===== src/rtl/alu_muldiv_pkg.sv =====
// Shared constants for the integer execution units: ALU op codes plus the
// multiply/divide op encodings and FSM state used by alu_muldiv.
package alu_muldiv_pkg;

  localparam int ALU_OP_WIDTH = 4;
  typedef enum logic [ALU_OP_WIDTH-1:0] {
    ALU_ADD  = 4'd0,
    ALU_SUB  = 4'd1,
    ALU_SLL  = 4'd2,
    ALU_SLT  = 4'd3,
    ALU_SLTU = 4'd4,
    ALU_XOR  = 4'd5,
    ALU_SRL  = 4'd6,
    ALU_SRA  = 4'd7,
    ALU_OR   = 4'd8,
    ALU_AND  = 4'd9
  } alu_op_e;

  localparam int MD_OP_WIDTH = 3;
  typedef enum logic [MD_OP_WIDTH-1:0] {
    MD_MUL    = 3'd0,
    MD_MULH   = 3'd1,
    MD_MULHSU = 3'd2,
    MD_MULHU  = 3'd3,
    MD_DIV    = 3'd4,
    MD_DIVU   = 3'd5,
    MD_REM    = 3'd6,
    MD_REMU   = 3'd7
  } md_op_e;

  typedef enum logic [1:0] {
    MD_IDLE = 2'd0,
    MD_CALC = 2'd1,
    MD_DONE = 2'd2
  } md_state_e;

  function automatic logic md_is_div(input md_op_e op);
    return op inside {MD_DIV, MD_DIVU, MD_REM, MD_REMU};
  endfunction

  function automatic logic md_a_signed(input md_op_e op);
    return op inside {MD_MUL, MD_MULH, MD_MULHSU, MD_DIV, MD_REM};
  endfunction

  function automatic logic md_b_signed(input md_op_e op);
    return op inside {MD_MUL, MD_MULH, MD_DIV, MD_REM};
  endfunction

endpackage


===== src/rtl/alu_muldiv_if.sv =====
// Request/result handshake between the issue stage and the multiply/divide unit.
interface alu_muldiv_if
  import alu_muldiv_pkg::*;
#(
  parameter int XLEN = 32
) ();
  logic            in_valid;
  logic            in_ready;
  md_op_e          op;
  logic [XLEN-1:0] a;
  logic [XLEN-1:0] b;
  logic            flush;
  logic            out_valid;
  logic            out_ready;
  logic [XLEN-1:0] out;

  modport master (
    output in_valid, op, a, b, flush, out_ready,
    input  in_ready, out_valid, out
  );

  modport slave (
    input  in_valid, op, a, b, flush, out_ready,
    output in_ready, out_valid, out
  );
endinterface


===== src/rtl/alu_muldiv.sv =====
// Iterative multiply/divide unit: shift-add multiply and restoring divide on
// operand magnitudes, one bit per cycle, with sign correction at the end.
module alu_muldiv
  import alu_muldiv_pkg::*;
#(
  parameter int XLEN      = 32,
  parameter bit FAST_ZERO = 1'b1
) (
  input logic        clk,
  input logic        rst,
  alu_muldiv_if.slave md
);

  localparam int CW = $clog2(XLEN) + 1;
  localparam logic [CW-1:0] CNT_LAST = CW'(XLEN);
  localparam logic [XLEN-1:0] MOST_NEG = {1'b1, {(XLEN-1){1'b0}}};

  md_state_e       state_r, state_nxt_s;
  logic [CW-1:0]   cnt_r;
  md_op_e          op_r;
  logic            neg_r;
  logic [XLEN-1:0] hi_r, lo_r, opnd_r, out_r;

  logic            accept_s, a_neg_s, b_neg_s, b_zero_s, ovf_s, fast_s, neg_s;
  logic [XLEN-1:0] a_mag_s, b_mag_s, fast_res_s, final_s, quo_s, rem_s;
  logic [XLEN:0]   mul_sum_s, div_shift_s, div_diff_s;
  logic [2*XLEN-1:0] prod_s;
  logic            in_ready_s, out_valid_s;

  // Request decode: magnitudes, result sign and early-out detection.
  always_comb begin
    accept_s = md.in_valid && (state_r == MD_IDLE) && !md.flush;
    a_neg_s  = md_a_signed(md.op) && md.a[XLEN-1];
    b_neg_s  = md_b_signed(md.op) && md.b[XLEN-1];
    a_mag_s  = a_neg_s ? -md.a : md.a;
    b_mag_s  = b_neg_s ? -md.b : md.b;
    b_zero_s = (md.b == {XLEN{1'b0}});
    ovf_s    = (md.op inside {MD_DIV, MD_REM}) && (md.a == MOST_NEG) && (md.b == {XLEN{1'b1}});
    fast_s   = FAST_ZERO && md_is_div(md.op) && (b_zero_s || ovf_s);
    // A zero divisor must leave the all-ones quotient uncorrected.
    if (md.op inside {MD_REM, MD_REMU}) begin
      neg_s = a_neg_s;
    end else if (md_is_div(md.op)) begin
      neg_s = (a_neg_s ^ b_neg_s) && !b_zero_s;
    end else begin
      neg_s = a_neg_s ^ b_neg_s;
    end
    case (md.op)
      MD_DIV, MD_DIVU: fast_res_s = b_zero_s ? {XLEN{1'b1}} : md.a;
      MD_REM, MD_REMU: fast_res_s = b_zero_s ? md.a : {XLEN{1'b0}};
      default:         fast_res_s = {XLEN{1'b0}};
    endcase
  end

  // One iteration step and final sign-corrected result selection.
  always_comb begin
    mul_sum_s   = {1'b0, hi_r} + (lo_r[0] ? {1'b0, opnd_r} : {(XLEN+1){1'b0}});
    div_shift_s = {hi_r, lo_r[XLEN-1]};
    div_diff_s  = div_shift_s - {1'b0, opnd_r};
    prod_s      = neg_r ? -{hi_r, lo_r} : {hi_r, lo_r};
    quo_s       = neg_r ? -lo_r : lo_r;
    rem_s       = neg_r ? -hi_r : hi_r;
    case (op_r)
      MD_MUL:                       final_s = prod_s[XLEN-1:0];
      MD_MULH, MD_MULHSU, MD_MULHU: final_s = prod_s[2*XLEN-1:XLEN];
      MD_DIV, MD_DIVU:              final_s = quo_s;
      MD_REM, MD_REMU:              final_s = rem_s;
      default:                      final_s = {XLEN{1'b0}};
    endcase
  end

  // FSM state register.
  always_ff @(posedge clk) begin
    if (rst) begin
      state_r <= MD_IDLE;
    end else begin
      state_r <= state_nxt_s;
    end
  end

  // FSM next-state logic; flush wins over every transition.
  always_comb begin
    state_nxt_s = state_r;
    if (md.flush) begin
      state_nxt_s = MD_IDLE;
    end else begin
      case (state_r)
        MD_IDLE: if (md.in_valid) state_nxt_s = fast_s ? MD_DONE : MD_CALC;
                 else              state_nxt_s = MD_IDLE;
        MD_CALC: if (cnt_r == CNT_LAST) state_nxt_s = MD_DONE;
                 else                   state_nxt_s = MD_CALC;
        MD_DONE: if (md.out_ready) state_nxt_s = MD_IDLE;
                 else              state_nxt_s = MD_DONE;
        default: state_nxt_s = MD_IDLE;
      endcase
    end
  end

  // FSM outputs decoded from the state register.
  always_comb begin
    in_ready_s  = (state_r == MD_IDLE);
    out_valid_s = (state_r == MD_DONE);
  end

  // Datapath: capture on accept, XLEN iterations, then one finalize cycle.
  always_ff @(posedge clk) begin
    if (rst) begin
      cnt_r  <= {CW{1'b0}};
      op_r   <= MD_MUL;
      neg_r  <= 1'b0;
      hi_r   <= {XLEN{1'b0}};
      lo_r   <= {XLEN{1'b0}};
      opnd_r <= {XLEN{1'b0}};
      out_r  <= {XLEN{1'b0}};
    end else begin
      case (state_r)
        MD_IDLE: begin
          if (accept_s) begin
            op_r   <= md.op;
            neg_r  <= neg_s;
            cnt_r  <= {CW{1'b0}};
            hi_r   <= {XLEN{1'b0}};
            lo_r   <= md_is_div(md.op) ? a_mag_s : b_mag_s;
            opnd_r <= md_is_div(md.op) ? b_mag_s : a_mag_s;
            if (fast_s) out_r <= fast_res_s;
          end
        end
        MD_CALC: begin
          if (cnt_r == CNT_LAST) begin
            out_r <= final_s;
          end else begin
            cnt_r <= cnt_r + CW'(1);
            if (md_is_div(op_r)) begin
              if (!div_diff_s[XLEN]) begin
                hi_r <= div_diff_s[XLEN-1:0];
                lo_r <= {lo_r[XLEN-2:0], 1'b1};
              end else begin
                hi_r <= div_shift_s[XLEN-1:0];
                lo_r <= {lo_r[XLEN-2:0], 1'b0};
              end
            end else begin
              {hi_r, lo_r} <= {mul_sum_s, lo_r[XLEN-1:1]};
            end
          end
        end
        default: begin
          out_r <= out_r;
        end
      endcase
    end
  end

  assign md.in_ready  = in_ready_s;
  assign md.out_valid = out_valid_s;
  assign md.out       = out_r;

endmodule


===== src/flat_wrapper.sv =====
// flat-port wrapper written by rule: the top's interface ports become plain ports
module alu_muldiv_flat import alu_muldiv_pkg::*;
#(
  parameter int XLEN      = 32,
  parameter bit FAST_ZERO = 1'b1
)
  (clk, rst, md_in_valid, md_op, md_a, md_b, md_flush, md_out_ready, md_in_ready, md_out_valid, md_out);
  alu_muldiv_if #(.XLEN(XLEN)) md_i ();
  input logic clk;
  input logic rst;
  input wire logic [$bits(md_i.in_valid)-1:0] md_in_valid;
  input wire logic [$bits(md_i.op)-1:0] md_op;
  input wire logic [$bits(md_i.a)-1:0] md_a;
  input wire logic [$bits(md_i.b)-1:0] md_b;
  input wire logic [$bits(md_i.flush)-1:0] md_flush;
  input wire logic [$bits(md_i.out_ready)-1:0] md_out_ready;
  output wire logic [$bits(md_i.in_ready)-1:0] md_in_ready;
  output wire logic [$bits(md_i.out_valid)-1:0] md_out_valid;
  output wire logic [$bits(md_i.out)-1:0] md_out;
  assign md_i.in_valid = md_in_valid;
  assign md_i.op = md_op;
  assign md_i.a = md_a;
  assign md_i.b = md_b;
  assign md_i.flush = md_flush;
  assign md_i.out_ready = md_out_ready;
  assign md_in_ready = md_i.in_ready;
  assign md_out_valid = md_i.out_valid;
  assign md_out = md_i.out;
  alu_muldiv #(.XLEN(XLEN), .FAST_ZERO(FAST_ZERO)) u_core (.clk(clk), .rst(rst), .md(md_i));
endmodule

===== config.mk =====
export PLATFORM = sky130hd
export DESIGN_NAME = alu_muldiv_flat
export DESIGN_NICKNAME = d
export VERILOG_FILES = /design/src/rtl/alu_muldiv_pkg.sv /design/src/rtl/alu_muldiv_if.sv /design/src/rtl/alu_muldiv.sv /design/src/flat_wrapper.sv
export SDC_FILE = /design/constraint.sdc
export NUM_CORES = 1
export LEC_CHECK = 0
export BUFFER_PORTS_ARGS = -buffer_cell sky130_fd_sc_hd__buf_2
export CORE_MARGIN = 5
export CORE_UTILIZATION = 49
export CTS_CLUSTER_SIZE = 10
export DETAILED_ROUTE_END_ITERATION = 12
export PLACE_DENSITY = 0.73
export SLEW_MARGIN = 40
export SYNTH_ARGS = -nofsm -noshare
export SYNTH_HDL_FRONTEND = slang
export SYNTH_SLANG_ARGS = --single-unit

===== constraint.sdc =====
create_clock -name clk -period 3.25 [get_ports clk]
set_input_delay 0.325 -clock clk [delete_from_list [all_inputs] [get_ports clk]]
set_output_delay 0.325 -clock clk [all_outputs]
set_load 0.1 [all_outputs]

==> impl_results.md <==
- Reg-to-reg setup timing slack: 0.0007 ns
- # IOs: 106
- Layout net count: 2,375
- VDD IR max: 0.369 mV
- Vias in the first global route: 15,300
- Max_slew headroom: 43.7%
- Critical-path cell list: inv_2 -> ha_4 -> fa_2 -> nand2b_4 -> a21oi_4 -> o21ai_4 -> o31a_1 -> o31ai_4 -> a311oi_2 -> a221oi_4 -> buf_6 -> buf_6 -> mux2_4 -> a211oi_2 -> nor3_1
- Synth Register Bits: 140
- WP buf/inv: 3
- Starting density of the core: 49.6%
- Top Family by Delay on Critical Path: compound AO/OA/AOI/OAI gates
- DR WL/cell: 21.3 µm
- Most used DFF post-synth: dfxtp_1
- Max stage delay on crit path: 0.35 ns
- Synth Net Count: 2,186
- Crit path kind: register to register
- Placed cell areas: 0.0164 mm²
- Total iterations of the first detailed-routing run: 10
- Fmax: 308 MHz
- Clock Path Buffers: 2
- Vias per Instance: 6.30
- Tmin final: 3.25 ns
- Floorplan die width: 181 µm
- Worst skew pair latency: 0.44 ns
- Largest net degree at the start of global routing: 54
- Final core utilization: 60.3%
- Post-DP HPWL: 43,200 µm
- Hold_ws: 0.118 ns
- GRT Util Overall: 32.7%
- GP Congestion: 1.02
- Final Instance Area: 0.0174 mm²
- Via count: 16,600
- Total power draw: 6.32 mW
- Final hold vios: 0
- Netlist cell types: 79
- Setup Viol. Count Final: 0
- CP Capture Type: register
- Final period util: 100%
- DRT iter0 DRCs: 1,910
- Clock Sinks: 140
- Worst path most repeated cell: buf_6
- RSZ-0062 raised after global routing: true
- Ys Warns: 0
- Final Max Tran Viols: 0
- Status: finished, final reports clean
- Worst R2R Start: u_core.lo_r[31]$_SDFFE_PP0P_
- Rows: 62
- Share of post-route cells with drive strength above 1: 19.7%
- Worst reg2reg endpoint: u_core.hi_r[16]$_SDFFE_PP0P_
- Min-Delay Path Class: input port to register
- Syn_area_per_cell: 7.00 µm²
- CTS tree: yes
- Initial antenna violation count: 1
- FFs w/ async S/R, synth: 0%
- Worst path required time: 3.54 ns
- Cells after synthesis: 2,041
- Post-route antenna net violation count: 0
- GRT overflow: 0
- Critical hold path startpoint: md_flush
- Clock Tree Root: clkbuf_16
- Diodes inserted: 0
- CTS Hold Bufs: 0
- Die ar.: 0.0327 mm²
- Crit path DAT: 3.54 ns
- Die Y: 181 µm
- Post-synth EDFFs: 0
- Clock Skew: 0.0130 ns
- Slowest cell on crit path: fa_2
- Area Overhead vs Synth: 21.5%
- Fin Setup TNS: 0 ns
- Hold path endpoint: u_core.state_r[1]$_SDFF_PP0_
- H-tree levels: 4
- TritonCTS Buffers: 17
- Synthesized area: 0.0143 mm²
- Routed WL: 56,000 µm
- Crit-path max FO: 4
- Max Cap Viol: 0
- Leak: 6.95 nW
- Hold Path Depth: 2
- CTS clk-pin slew, worst paths: 0.07 ns
- IO Port Bufs: 105
- First-pass GRT wire length: 86,200 µm
- P per Cell Area: 364 mW/mm²
- Core Region: 0.0288 mm²
- Drt drc: 0
- R2R cell count: 15
- Least-Margin Pin Slew: 0.841 ns
- Sequential area share after synthesis: 19.6%
- Startpoint Class: register
-- worst register-to-register path: stages, from the launching register on --
cell and delay, ns:
dfxtp_2 0.33, inv_2 0.05, ha_4 0.16, fa_2 0.35
nand2b_4 0.17, a21oi_4 0.16, o21ai_4 0.09, o31a_1 0.31
o31ai_4 0.23, a311oi_2 0.16, a221oi_4 0.24, buf_6 0.16
buf_6 0.11, mux2_4 0.30, a211oi_2 0.20, nor3_1 0.08
-- worst max path at each step --
stage                                  from                      endpoint  slack (ns)  cells after the start
2_1_floorplan  u_core.lo_r[31]$_SDFFE_PP0P_  u_core.hi_r[16]$_SDFFE_PP0P_       -0.02                     14
3_3_place_gp   u_core.lo_r[31]$_SDFFE_PP0P_   u_core.hi_r[5]$_SDFFE_PP0P_      -0.008                     14
3_5_place_dp    u_core.lo_r[0]$_SDFFE_PP0P_  u_core.hi_r[31]$_SDFFE_PP0P_        -0.1                     14
4_1_cts        u_core.lo_r[31]$_SDFFE_PP0P_  u_core.hi_r[23]$_SDFFE_PP0P_        0.02                     15
5_1_grt        u_core.lo_r[31]$_SDFFE_PP0P_  u_core.hi_r[16]$_SDFFE_PP0P_       -0.17                     15
6_report       u_core.lo_r[31]$_SDFFE_PP0P_  u_core.hi_r[16]$_SDFFE_PP0P_      0.0007                     15
-- where the power goes --
group	leakage [nW]	internal [mW]	switching, mW
registers	1.14	1.79	0.0817
logic	5.50	0.955	1.36
clock network	0.300	1.25	0.883
total	6.95	3.99	2.32
-- layout by cell type (no fill, tap or decap), drive strengths merged, types with 55 or more instances in the layout --
cell type	synthesis	layout
nor3	63	63
a21oi	169	169
a211oi	55	55
ha	71	71
nor2	247	247
xor2	74	74
xnor2	95	95
o21ai	166	166
inv	66	72
dfxtp	140	140
mux2i	55	55
buf	29	310
nand2	235	235
-- per-layer routing --
metal	global-route usage [%]	part of all wire [%]
met1	42.6	41
met2	52.8	45
met3	5.93	9.2
met4	14.5	5.2
met5	0	0.023
-- sequential cells by signal, indices dropped and copies added (netlist names) --
name            cells
u_core.hi_r        32
u_core.lo_r        32
u_core.cnt_r        6
u_core.state_r      2
u_core.op_r         3
u_core.md.out      32
u_core.neg_r        1
u_core.opnd_r      32
-- synthesized netlist by cell type (all sizes together), types with 4 or more instances --
| master | n | share of area, % |
|---|---|---|
| nor2 | 247 | 6.5 |
| a31oi | 15 | 0.66 |
| o311ai | 4 | 0.25 |
| buf | 29 | 0.97 |
| nor3 | 63 | 2.2 |
| nor4 | 14 | 0.66 |
| and2 | 13 | 0.57 |
| a2111oi | 9 | 0.60 |
| o31ai | 25 | 1.5 |
| xnor2 | 95 | 5.8 |
| dfxtp | 140 | 20 |
| a211oi | 55 | 2.9 |
| a221oi | 15 | 0.92 |
| and4 | 7 | 0.43 |
| a22oi | 20 | 1.1 |
| mux2i | 55 | 3.9 |
| nand2 | 235 | 6.2 |
| or4 | 17 | 0.95 |
| o211ai | 45 | 2.4 |
| o22ai | 12 | 0.53 |
| o41ai | 18 | 1.2 |
| a222oi | 5 | 0.35 |
| o21a | 7 | 0.37 |
| o21bai | 4 | 0.21 |
| nand2b | 25 | 1.1 |
| nor2b | 12 | 0.53 |
| nand3 | 28 | 0.98 |
| o31a | 5 | 0.31 |
| a21o | 20 | 1.1 |
| inv | 66 | 1.7 |
| or2 | 17 | 0.74 |
| and3 | 12 | 0.53 |
| or3 | 20 | 0.91 |
| nand3b | 6 | 0.32 |
| clkbuf | 111 | 2.9 |
| a211o | 5 | 0.31 |
| a311oi | 13 | 0.80 |
| ha | 71 | 6.2 |
| mux2 | 10 | 0.79 |
| nand4 | 21 | 0.92 |
| o21ai | 166 | 5.8 |
| o221ai | 5 | 0.31 |
| a21oi | 169 | 5.9 |
| xor2 | 74 | 4.5 |
| a32o | 5 | 0.35 |
-- metrics by stage --
stage | setup slack [ns] | cells
6_report | 0.000679 | 2627
5_1_grt | -0.173 | 2627
4_1_cts | 0.0166 | 2619
3_5_place_dp | -0.0952 | 2582
3_3_place_gp | -0.00804 | 2582
2_1_floorplan | -0.0151 | 2041
-- kinds of logic (layout without fill, tap and decap cells) --
logic type               after synthesis  count (layout)  share of synthesized area, %
AO/OA/AOI/OAI                        643             643                          29.1
XOR/XNOR                             169             169                          10.4
adder cells (fa/ha/maj)               73              73                          6.50
buffers and inverters                207             409                          5.65
flip-flops                           140             140                          19.6
multiplexers                          65              65                          4.64
AND/OR/NAND/NOR                      744             744                          24.1
-- cell type report --
type | instances | area, µm²
Clock buffer | 18 | 439
Clock inverter | 14 | 183
Fill cell | 2692 | 11400
Inverter | 67 | 253
Multi-Input combinational cell | 1694 | 11000
Sequential cell | 140 | 2810
Tap cell | 384 | 480
Timing Repair Buffer | 310 | 2180
-- repair_timing --
action / in CTS / in global routing
pin swaps: 5 / 21
gates cloned: 1 / 0
gates resized for setup: 13 / 59
endpoints found under the setup margin: 14 / 49
setup buffers: 4 / 9
Power figures use the tool's default switching activity.
